==> src/rtl/name_pkg.sv <==
// Shared name table and streamer types. The CAM and the streamer both read the
// table from here so the two lookup directions always agree.
package name_pkg;

  localparam int ADDR_W   = 3;
  localparam int MAX_LEN  = 8;
  localparam int LEN_W    = 4;
  localparam int DATA_W   = MAX_LEN * 8;
  localparam int ENTRY_W  = LEN_W + DATA_W;

  // Each entry is {len, data}; character 0 sits in data[7:0].
  localparam logic [ENTRY_W-1:0] ENTRY_0 = {4'd3, 64'h0000_0000_004F_454C};  // LEO
  localparam logic [ENTRY_W-1:0] ENTRY_1 = {4'd5, 64'h0000_004E_4F52_4141};  // AARON
  localparam logic [ENTRY_W-1:0] ENTRY_2 = {4'd5, 64'h0000_0059_4C4C_4F48};  // HOLLY
  localparam logic [ENTRY_W-1:0] ENTRY_3 = {4'd5, 64'h0000_0044_4956_4144};  // DAVID
  localparam logic [ENTRY_W-1:0] ENTRY_4 = {4'd6, 64'h0000_4552_4941_4C43};  // CLAIRE
  localparam logic [ENTRY_W-1:0] ENTRY_5 = {4'd5, 64'h0000_004B_4E41_5246};  // FRANK
  localparam logic [ENTRY_W-1:0] ENTRY_6 = {4'd5, 64'h0000_0045_434E_414C};  // LANCE
  localparam logic [ENTRY_W-1:0] ENTRY_7 = {4'd4, 64'h0000_0000_4E41_5952};  // RYAN

  typedef enum logic [0:0] {
    IDLE = 1'b0,
    SEND = 1'b1
  } state_t;

endpackage

==> src/rtl/name_rom.sv <==
// Combinational name table: address in, {len, data} out.
module name_rom
  import name_pkg::*;
(
  input  logic [ADDR_W-1:0] addr,
  output logic [LEN_W-1:0]  len,
  output logic [DATA_W-1:0] data
);

  logic [ENTRY_W-1:0] entry_s;

  // Table decode.
  always_comb begin
    entry_s = {ENTRY_W{1'b0}};
    case (addr)
      3'd0:    entry_s = ENTRY_0;
      3'd1:    entry_s = ENTRY_1;
      3'd2:    entry_s = ENTRY_2;
      3'd3:    entry_s = ENTRY_3;
      3'd4:    entry_s = ENTRY_4;
      3'd5:    entry_s = ENTRY_5;
      3'd6:    entry_s = ENTRY_6;
      3'd7:    entry_s = ENTRY_7;
      default: entry_s = {ENTRY_W{1'b0}};
    endcase
  end

  assign len  = entry_s[ENTRY_W-1:DATA_W];
  assign data = entry_s[DATA_W-1:0];

endmodule

==> src/rtl/name_streamer.sv <==
// Streams the name stored at a table address out one ASCII byte per
// valid/ready handshake, flagging the final character with out_last.
module name_streamer
  import name_pkg::*;
(
  input  logic              clk,
  input  logic              rst_n,
  input  logic              req_valid,
  input  logic [ADDR_W-1:0] req_addr,
  output logic              req_ready,
  output logic              out_valid,
  output logic [7:0]        out_byte,
  output logic              out_last,
  input  logic              out_ready,
  output logic              busy
);

  state_t             state_r, state_nxt_s;
  logic [DATA_W-1:0]  shreg_r, shreg_nxt_s;
  logic [LEN_W-1:0]   remaining_r, remaining_nxt_s;
  logic               out_valid_r, out_valid_nxt_s;
  logic [7:0]         out_byte_r, out_byte_nxt_s;
  logic               out_last_r, out_last_nxt_s;
  logic [LEN_W-1:0]   rom_len_s;
  logic [DATA_W-1:0]  rom_data_s;

  name_rom u_rom (
    .addr (req_addr),
    .len  (rom_len_s),
    .data (rom_data_s)
  );

  // Next-state and next-output decode.
  always_comb begin
    state_nxt_s     = state_r;
    shreg_nxt_s     = shreg_r;
    remaining_nxt_s = remaining_r;
    out_valid_nxt_s = out_valid_r;
    out_byte_nxt_s  = out_byte_r;
    out_last_nxt_s  = out_last_r;
    case (state_r)
      IDLE: begin
        // A zero-length entry is swallowed so nothing is ever emitted for it.
        if (req_valid && (rom_len_s != {LEN_W{1'b0}})) begin
          state_nxt_s     = SEND;
          shreg_nxt_s     = rom_data_s;
          remaining_nxt_s = rom_len_s;
          out_valid_nxt_s = 1'b1;
          out_byte_nxt_s  = rom_data_s[7:0];
          out_last_nxt_s  = (rom_len_s == 4'd1);
        end else begin
          state_nxt_s = IDLE;
        end
      end
      SEND: begin
        if (out_valid_r && out_ready) begin
          if (out_last_r) begin
            state_nxt_s     = IDLE;
            shreg_nxt_s     = {DATA_W{1'b0}};
            remaining_nxt_s = {LEN_W{1'b0}};
            out_valid_nxt_s = 1'b0;
            out_byte_nxt_s  = 8'h00;
            out_last_nxt_s  = 1'b0;
          end else begin
            shreg_nxt_s     = {8'h00, shreg_r[DATA_W-1:8]};
            remaining_nxt_s = remaining_r - 4'd1;
            out_byte_nxt_s  = shreg_r[15:8];
            out_last_nxt_s  = (remaining_r == 4'd2);
          end
        end else begin
          state_nxt_s = SEND;
        end
      end
      default: begin
        state_nxt_s     = IDLE;
        shreg_nxt_s     = {DATA_W{1'b0}};
        remaining_nxt_s = {LEN_W{1'b0}};
        out_valid_nxt_s = 1'b0;
        out_byte_nxt_s  = 8'h00;
        out_last_nxt_s  = 1'b0;
      end
    endcase
  end

  // State and registered-output update.
  always_ff @(posedge clk or negedge rst_n) begin
    if (!rst_n) begin
      state_r     <= IDLE;
      shreg_r     <= {DATA_W{1'b0}};
      remaining_r <= {LEN_W{1'b0}};
      out_valid_r <= 1'b0;
      out_byte_r  <= 8'h00;
      out_last_r  <= 1'b0;
    end else begin
      state_r     <= state_nxt_s;
      shreg_r     <= shreg_nxt_s;
      remaining_r <= remaining_nxt_s;
      out_valid_r <= out_valid_nxt_s;
      out_byte_r  <= out_byte_nxt_s;
      out_last_r  <= out_last_nxt_s;
    end
  end

  assign out_valid = out_valid_r;
  assign out_byte  = out_byte_r;
  assign out_last  = out_last_r;
  assign req_ready = (state_r == IDLE);
  assign busy      = (state_r != IDLE);

endmodule

==> config.mk <==
export PLATFORM = sky130hd
export DESIGN_NAME = name_streamer
export DESIGN_NICKNAME = d
export VERILOG_FILES = /design/src/rtl/name_pkg.sv /design/src/rtl/name_rom.sv /design/src/rtl/name_streamer.sv
export SDC_FILE = /design/constraint.sdc
export NUM_CORES = 1
export LEC_CHECK = 0
export CELL_PAD_IN_SITES_DETAIL_PLACEMENT = 1
export CELL_PAD_IN_SITES_GLOBAL_PLACEMENT = 2
export CORE_MARGIN = 5
export CORE_UTILIZATION = 35
export CTS_CLUSTER_DIAMETER = 50
export DETAILED_ROUTE_END_ITERATION = 8
export PLACE_DENSITY = 0.82
export SYNTH_ARGS = -nofsm -noshare
export SYNTH_HDL_FRONTEND = slang
export SYNTH_SLANG_ARGS = --single-unit
==> constraint.sdc <==
create_clock -name clk -period 1.37 [get_ports clk]
set_input_delay 0.274 -clock clk [delete_from_list [all_inputs] [get_ports clk]]
set_output_delay 0.274 -clock clk [all_outputs]
set_load 0.01 [all_outputs]
* After elaboration in Yosys (flattened, before gate mapping)
Memory sizes are Yosys's and may differ from the RTL's.
Cells that the tools add are included.
** Operators by class
- Equality and inequality tests :: 5
- Order comparisons :: 0
- Mux-type cells :: 24
- Add/subtract/negate cells :: 1
- Shift-type cells :: 0
- Bitwise gates (word level) :: 1
- Multiply operators :: 0
- Divide/modulo/power cells :: 0
- Reduce and logical (&&, ||, !) cells :: 5
** Operators with widths (number)
- 64-bit 2-to-1 mux :: 2
- 64-bit case mux with 2 select lines :: 1
- 56-bit 2-to-1 mux :: 1
- 8-bit 2-to-1 mux :: 3
- 8-bit case mux with 2 select lines :: 1
- 4-bit 2-to-1 mux :: 3
- 1-bit 2-to-1 mux :: 9
- 4-bit case mux with 2 select lines :: 1
- 2-bit by 1-bit != test with 1-bit output (second input constant) :: 3
- 1-bit case mux with 2 select lines :: 3
- 4-bit by 1-bit equality test with 1-bit output (second input constant) :: 1
- 4-bit by 2-bit equality test with 1-bit output (second input constant) :: 1
- 4-bit nonzero test :: 1
- 4-bit by 1-bit subtractor with 4-bit output (second input constant) :: 1
- 3-bit AND reduction :: 1
- 1-bit logical AND :: 2
- 2-bit AND reduction :: 1
- 1-bit inverter :: 1
** Word-level totals
- Memory bits (writable) :: 0
- Bits in registers :: 79
- ROM bits :: 256
- Output and inout port bits :: 12
- Memories :: 1
- Logic and storage cells :: 43
- Bits of input ports :: 7
- Latch bits :: 0
** Memories
- (name not given) :: depth 8, width 32, rd ports 1, clocked after memory_dff 0, write ports 0, line name_rom.sv:15 : case (addr)

* Depth between registers and ports, before layout
An unclocked memory read counts as a cell.
- Word-level depth :: 5
- Depth in mapped cells :: 6
- Mapped depth without buffers :: 5

* Hierarchy
A second synthesis with hierarchy kept.
** Second synthesis, totals
- Cells, all modules :: 504
- Area, all modules :: 5079.9 um^2
** Modules (own cells, without submodules)
- name_streamer :: cells each 412, area an instance 4430.5 um^2, seq. area each 1776.7 um^2, instances 1
- name_rom :: cells each 92, area an instance 649.4 um^2, seq. area each 0.0 um^2, instances 1

* Worst setup path before layout
OpenSTA, ideal clock, no wires.
- Path kind :: register to register
- Start :: reg state_r, in the netlist busy
- End :: reg shreg_r[14]
- Data required time :: 1248 ps
- Data arrival time :: 1172 ps
- Setup time :: 122 ps
- Buffers on the path :: 3
- Period minus slack after synthesis :: 1294 ps
- Stages on the path, launching flop included :: 7
- Setup slack :: 76 ps
- Cells stage by stage :: dfrtp_1 buf_4 nand3_2 buf_4 buf_2 a21oi_1 nor2_1
** On the way
- Cells in the longest elaborated chain, start to end :: 3
- Elaborated cells between the ends (all ways) :: 5
- Those cells by class :: 2 x eq/ne; 1 x mux; 1 x bitwise; 1 x reduce/logical
** Ends and longest elaborated chain
- from (decl) :: line name_streamer.sv:18 : state_t state_r, state_nxt_s;
- from (signal assigned) :: line name_streamer.sv:95 : state_r <= state_nxt_s;
- 1-bit inverter
- 2-bit by 1-bit != test with 1-bit output (no line)
- 2-bit AND reduction (no line)
- to (signal assigned) :: line name_streamer.sv:89 : shreg_r <= {DATA_W{1'b0}};
- to (signal assigned) :: line name_streamer.sv:96 : shreg_r <= shreg_nxt_s;
- to (decl) :: line name_streamer.sv:19 : logic [DATA_W-1:0] shreg_r, shreg_nxt_s;
Parallel ways exist; a longest one is shown, timed or not.
A chain may end at the register's enable or synchronous reset.

* Worst setup path in the final report
- Start :: reg state_r, in the netlist busy
- End :: reg remaining_r[1]
** On the way
- Cells in the longest elaborated chain, start to end :: 3
- Elaborated cells between the ends (all ways) :: 5
- Those cells by class :: 2 x eq/ne; 1 x mux; 1 x bitwise; 1 x reduce/logical
** Ends and longest elaborated chain
- 1-bit inverter
- 2-bit by 1-bit != test with 1-bit output (no line)
- 2-bit AND reduction (no line)
- to (signal assigned) :: line name_streamer.sv:90 : remaining_r <= {LEN_W{1'b0}};
- to (signal assigned) :: line name_streamer.sv:97 : remaining_r <= remaining_nxt_s;
- to (decl) :: line name_streamer.sv:20 : logic [LEN_W-1:0] remaining_r, remaining_nxt_s;
Parallel ways exist; a longest one is shown, timed or not.

==> out/metrics.csv <==
stage,metric,value,unit
run_status,status,"finished, violations left",
run_status,violations,negative setup slack,
detailed_routing,drcViolationCount,0,
detailed_routing,vias_per_cell,5.590,
timing,fin_crit_sh,100.8,%
placement,hpwl,4133,um
setup_path,cp_slowest_cell,dfrtp_2,
setup_path,reg2reg_depth,5,
timing,worst_slack,-0.01031,ns
placement,place_inst,318,
setup_path,critical_path.cell_chain,buf_6 -> nand3_2 -> nand2_4 -> buf_4 -> mux2i_1,
detailed_routing,drt_wl_total,6706,um
global_route,grt_pass1_wl,10340,um
clocking,clk_transition_reported_paths,0.09,ns
finish,diodes,0,
power,pwr-share-clk,15.5,%
die,num_io_pins,19,
setup_path,reg2reg_to,remaining_r[1]$_DFFE_PN0P_,
global_route,grt_max_degree,39,
die,core_region_area,5851,um^2
global_route,grt_pass1_vias,2052,
power,internal_power,3.893,mW
synthesis,synthCells,214,
timing,rsz0062_at_grt,yes,
detailed_routing,dr.pass1.iters,4,
global_route,antenna_found_initial,0,
placement,postPlaceCellArea,2511,um^2
power,leakagePower,1.308,nW
synthesis,seq_area_frac_synth,45.51,%
timing,setup_viol,4,
detailed_routing,ant_nets,0,
synthesis,synth_area,2090,um^2
die,die_x,87.27,um
finish,fin_cells,332,
timing,report.final.slew_viol_count,0,
detailed_routing,drt-initial-drc-count,57,
timing,min_period,1.380,ns
setup_path,crit_fanout,5,
placement,post-place-ws,-0.4944,ns
setup_path,cp-end-kind,flop,
power,power_density,2183,nW/um^2
timing,fmax,724.5,MHz
detailed_routing,routed-via-count,1856,
power,comb_power_share,51.8,%
timing,finClkSkew,0.01190,ns
synthesis,synth_edf_count,0,
die,dieArea,7615,um^2
synthesis,synthArstFlopShare,100.0,%
clocking,clk_path_buf_depth,2,
die,initial_core_util,35.71,%
finish,final_cell_area,2883,um^2
synthesis,synth_seq_cells,38,
clocking,cts_sinks,38,
global_route,grt_overflow,0,
detailed_routing,detail_route.wl_per_cell,20.20,um
flow_run,drv_cap,0,
die,rows,28,
power,p_switching,2.400,mW
power,switching_share,38.13,%
clocking,cts_tree,done,
clocking,cts_made_buffers,5,
setup_path,worstSetupPathType,reg2reg,
setup_path,worstSetupStartpointType,flop,
power,pwr-share-seq,32.7,%
synthesis,synth_cell_type_count,42,
hold_path,hold_class,in2async,
finish,drive_gt1_share,33.85,%
clocking,clk_latency,0.30,ns
setup_path,r2r_start,busy$_DFF_PN0_,
synthesis,synth_flop_cell,dfrtp_1,
clocking,htreeDepth,2,
finish,layout_common_cells,"37 x dfrtp_1, 26 x buf_4, 17 x a21oi_1, 11 x nand3_1",
setup_path,cp.required,1.58,ns
finish,nets,270,
power,peakVddDrop,0.8378,mV
placement,io_buffers,16,
timing,final-hold-violation-count,0,
finish,syn_to_final_growth,37.96,%
setup_path,rrSetupSlack,-0.01,ns
setup_path,arrival,1.59,ns
die,fp.dieH,87.27,um
finish,final_common_cell,dfrtp_1,
global_route,grt_use_total,17.67,%
placement,place_congestion,0.8334,
synthesis,ys_warn_count,0,
setup_path,cp_slowest_stage_delay,0.40,ns
synthesis,syn-mean-instance-area,9.764,um^2
clocking,cts_root_buffer,clkbuf_8,
[synth_stat cells (3+ instances only)]
library cell	n	share of area (%)
a21oi_1	18	4.3
a22oi_1	4	1.4
a2bb2oi_1	4	1.7
a31oi_1	5	1.5
a32oi_1	4	1.7
buf_2	10	2.4
buf_4	13	4.7
dfrtp_1	38	46
ha_1	7	4.2
inv_1	8	1.4
mux2_1	3	1.6
mux2i_1	6	2.9
nand2_1	9	1.6
nand2b_1	7	2.1
nand3_1	12	2.9
nor2_1	7	1.3
nor2b_1	7	2.1
nor3_1	11	2.6
o21ai_1	9	2.2
o22a_1	3	1.3
o2bb2ai_1	4	1.7
[how the worst max path moves through the flow]
stage | startpoint | to | slack, ns | cells past startpoint
floorplan | busy$_DFF_PN0_ | shreg_r[14]$_DFFE_PN0P_ | 0.08 | 6
global placement | req_addr[1] | remaining_r[0]$_DFFE_PN0P_ | -0.47 | 6
detailed placement | req_addr[1] | shreg_r[26]$_DFFE_PN0P_ | -0.49 | 6
CTS | busy$_DFF_PN0_ | req_ready | -0.04 | 3
global route | busy$_DFF_PN0_ | remaining_r[1]$_DFFE_PN0P_ | -0.10 | 5
finish | busy$_DFF_PN0_ | remaining_r[1]$_DFFE_PN0P_ | -0.01 | 5
[power groups by stage]
| stage | clock network, mW | registers [mW] | logic [mW] |
|---|---|---|---|
| floorplan | 0 | 1.93 | 1.75 |
| global placement | 0 | 2.00 | 2.61 |
| detailed placement | 0 | 2.03 | 2.70 |
| CTS | 0.986 | 2.02 | 2.97 |
| global route | 1.04 | 2.12 | 3.53 |
| finish | 0.973 | 2.06 | 3.26 |
[per-stage QoR]
step / hold WS (ns) / total power, mW / setup TNS [ns] / util, %
detailed placement: 0.2598 / 4.725 / -11.73 / 42.92
CTS: 0.4660 / 5.977 / -0.04143 / 47.28
global placement: 0.2583 / 4.612 / -11.04 / 42.92
finish: 0.4616 / 6.293 / -0.01546 / 49.27
floorplan: -0.02159 / 3.674 / 0 / -
global route: 0.4850 / 6.684 / -0.5224 / 49.27
[critical path: cells and delay by family, from the launching register on]
| kind | cells | cell delay [ns] |
|---|---|---|
| buf+inv | 2 | 0.30 |
| mux | 1 | 0.22 |
| flops | 1 | 0.40 |
| simple gates | 2 | 0.38 |
[cells by family after synthesis]
kind of cell / share of synthesized area (%)
XOR/XNOR: 0.4192
other: 0.1795
buffers and inverters: 8.862
flip-flops: 45.51
AO/OA/AOI/OAI: 20.54
multiplexers: 5.569
AND/OR/NAND/NOR: 14.73
adder cells (fa/ha/maj): 4.191
[repair_timing]
item / 4_1_cts / 5_1_grt
pin swaps: 5 / 10
endpoints found under the hold margin: 38 / 0
hold buffers: 1 / 0
buffers inserted: 2 / 0
setup endpoints to repair: 37 / 31
cloned: 1 / 2
resized for setup: 43 / 22
[registers in the layout, indices dropped and copies added (netlist names)]
name and flops:
shreg_r 31, remaining_r 4, out_last 1, busy 1, out_valid 1
[per-layer routing]
layer	up-vias	track usage (%)	wire [um]
li1	845	-	-
met1	967	21.85	2905
met2	26	29.86	3438
met3	18	3.217	156
met4	0	7.810	206
met5	-	0	0
[cell type report]
cell class | count | area [um^2]
timing repair buffer | 57 | 564.3
fill | 639 | 2968
sequential | 38 | 952.2
clock inverter | 3 | 40.04
multi-input combinational | 145 | 1130
inverter | 9 | 33.78
clock buffer | 5 | 68.82
tap | 75 | 93.84
No activity file was read; power rests on OpenSTA's default activity.
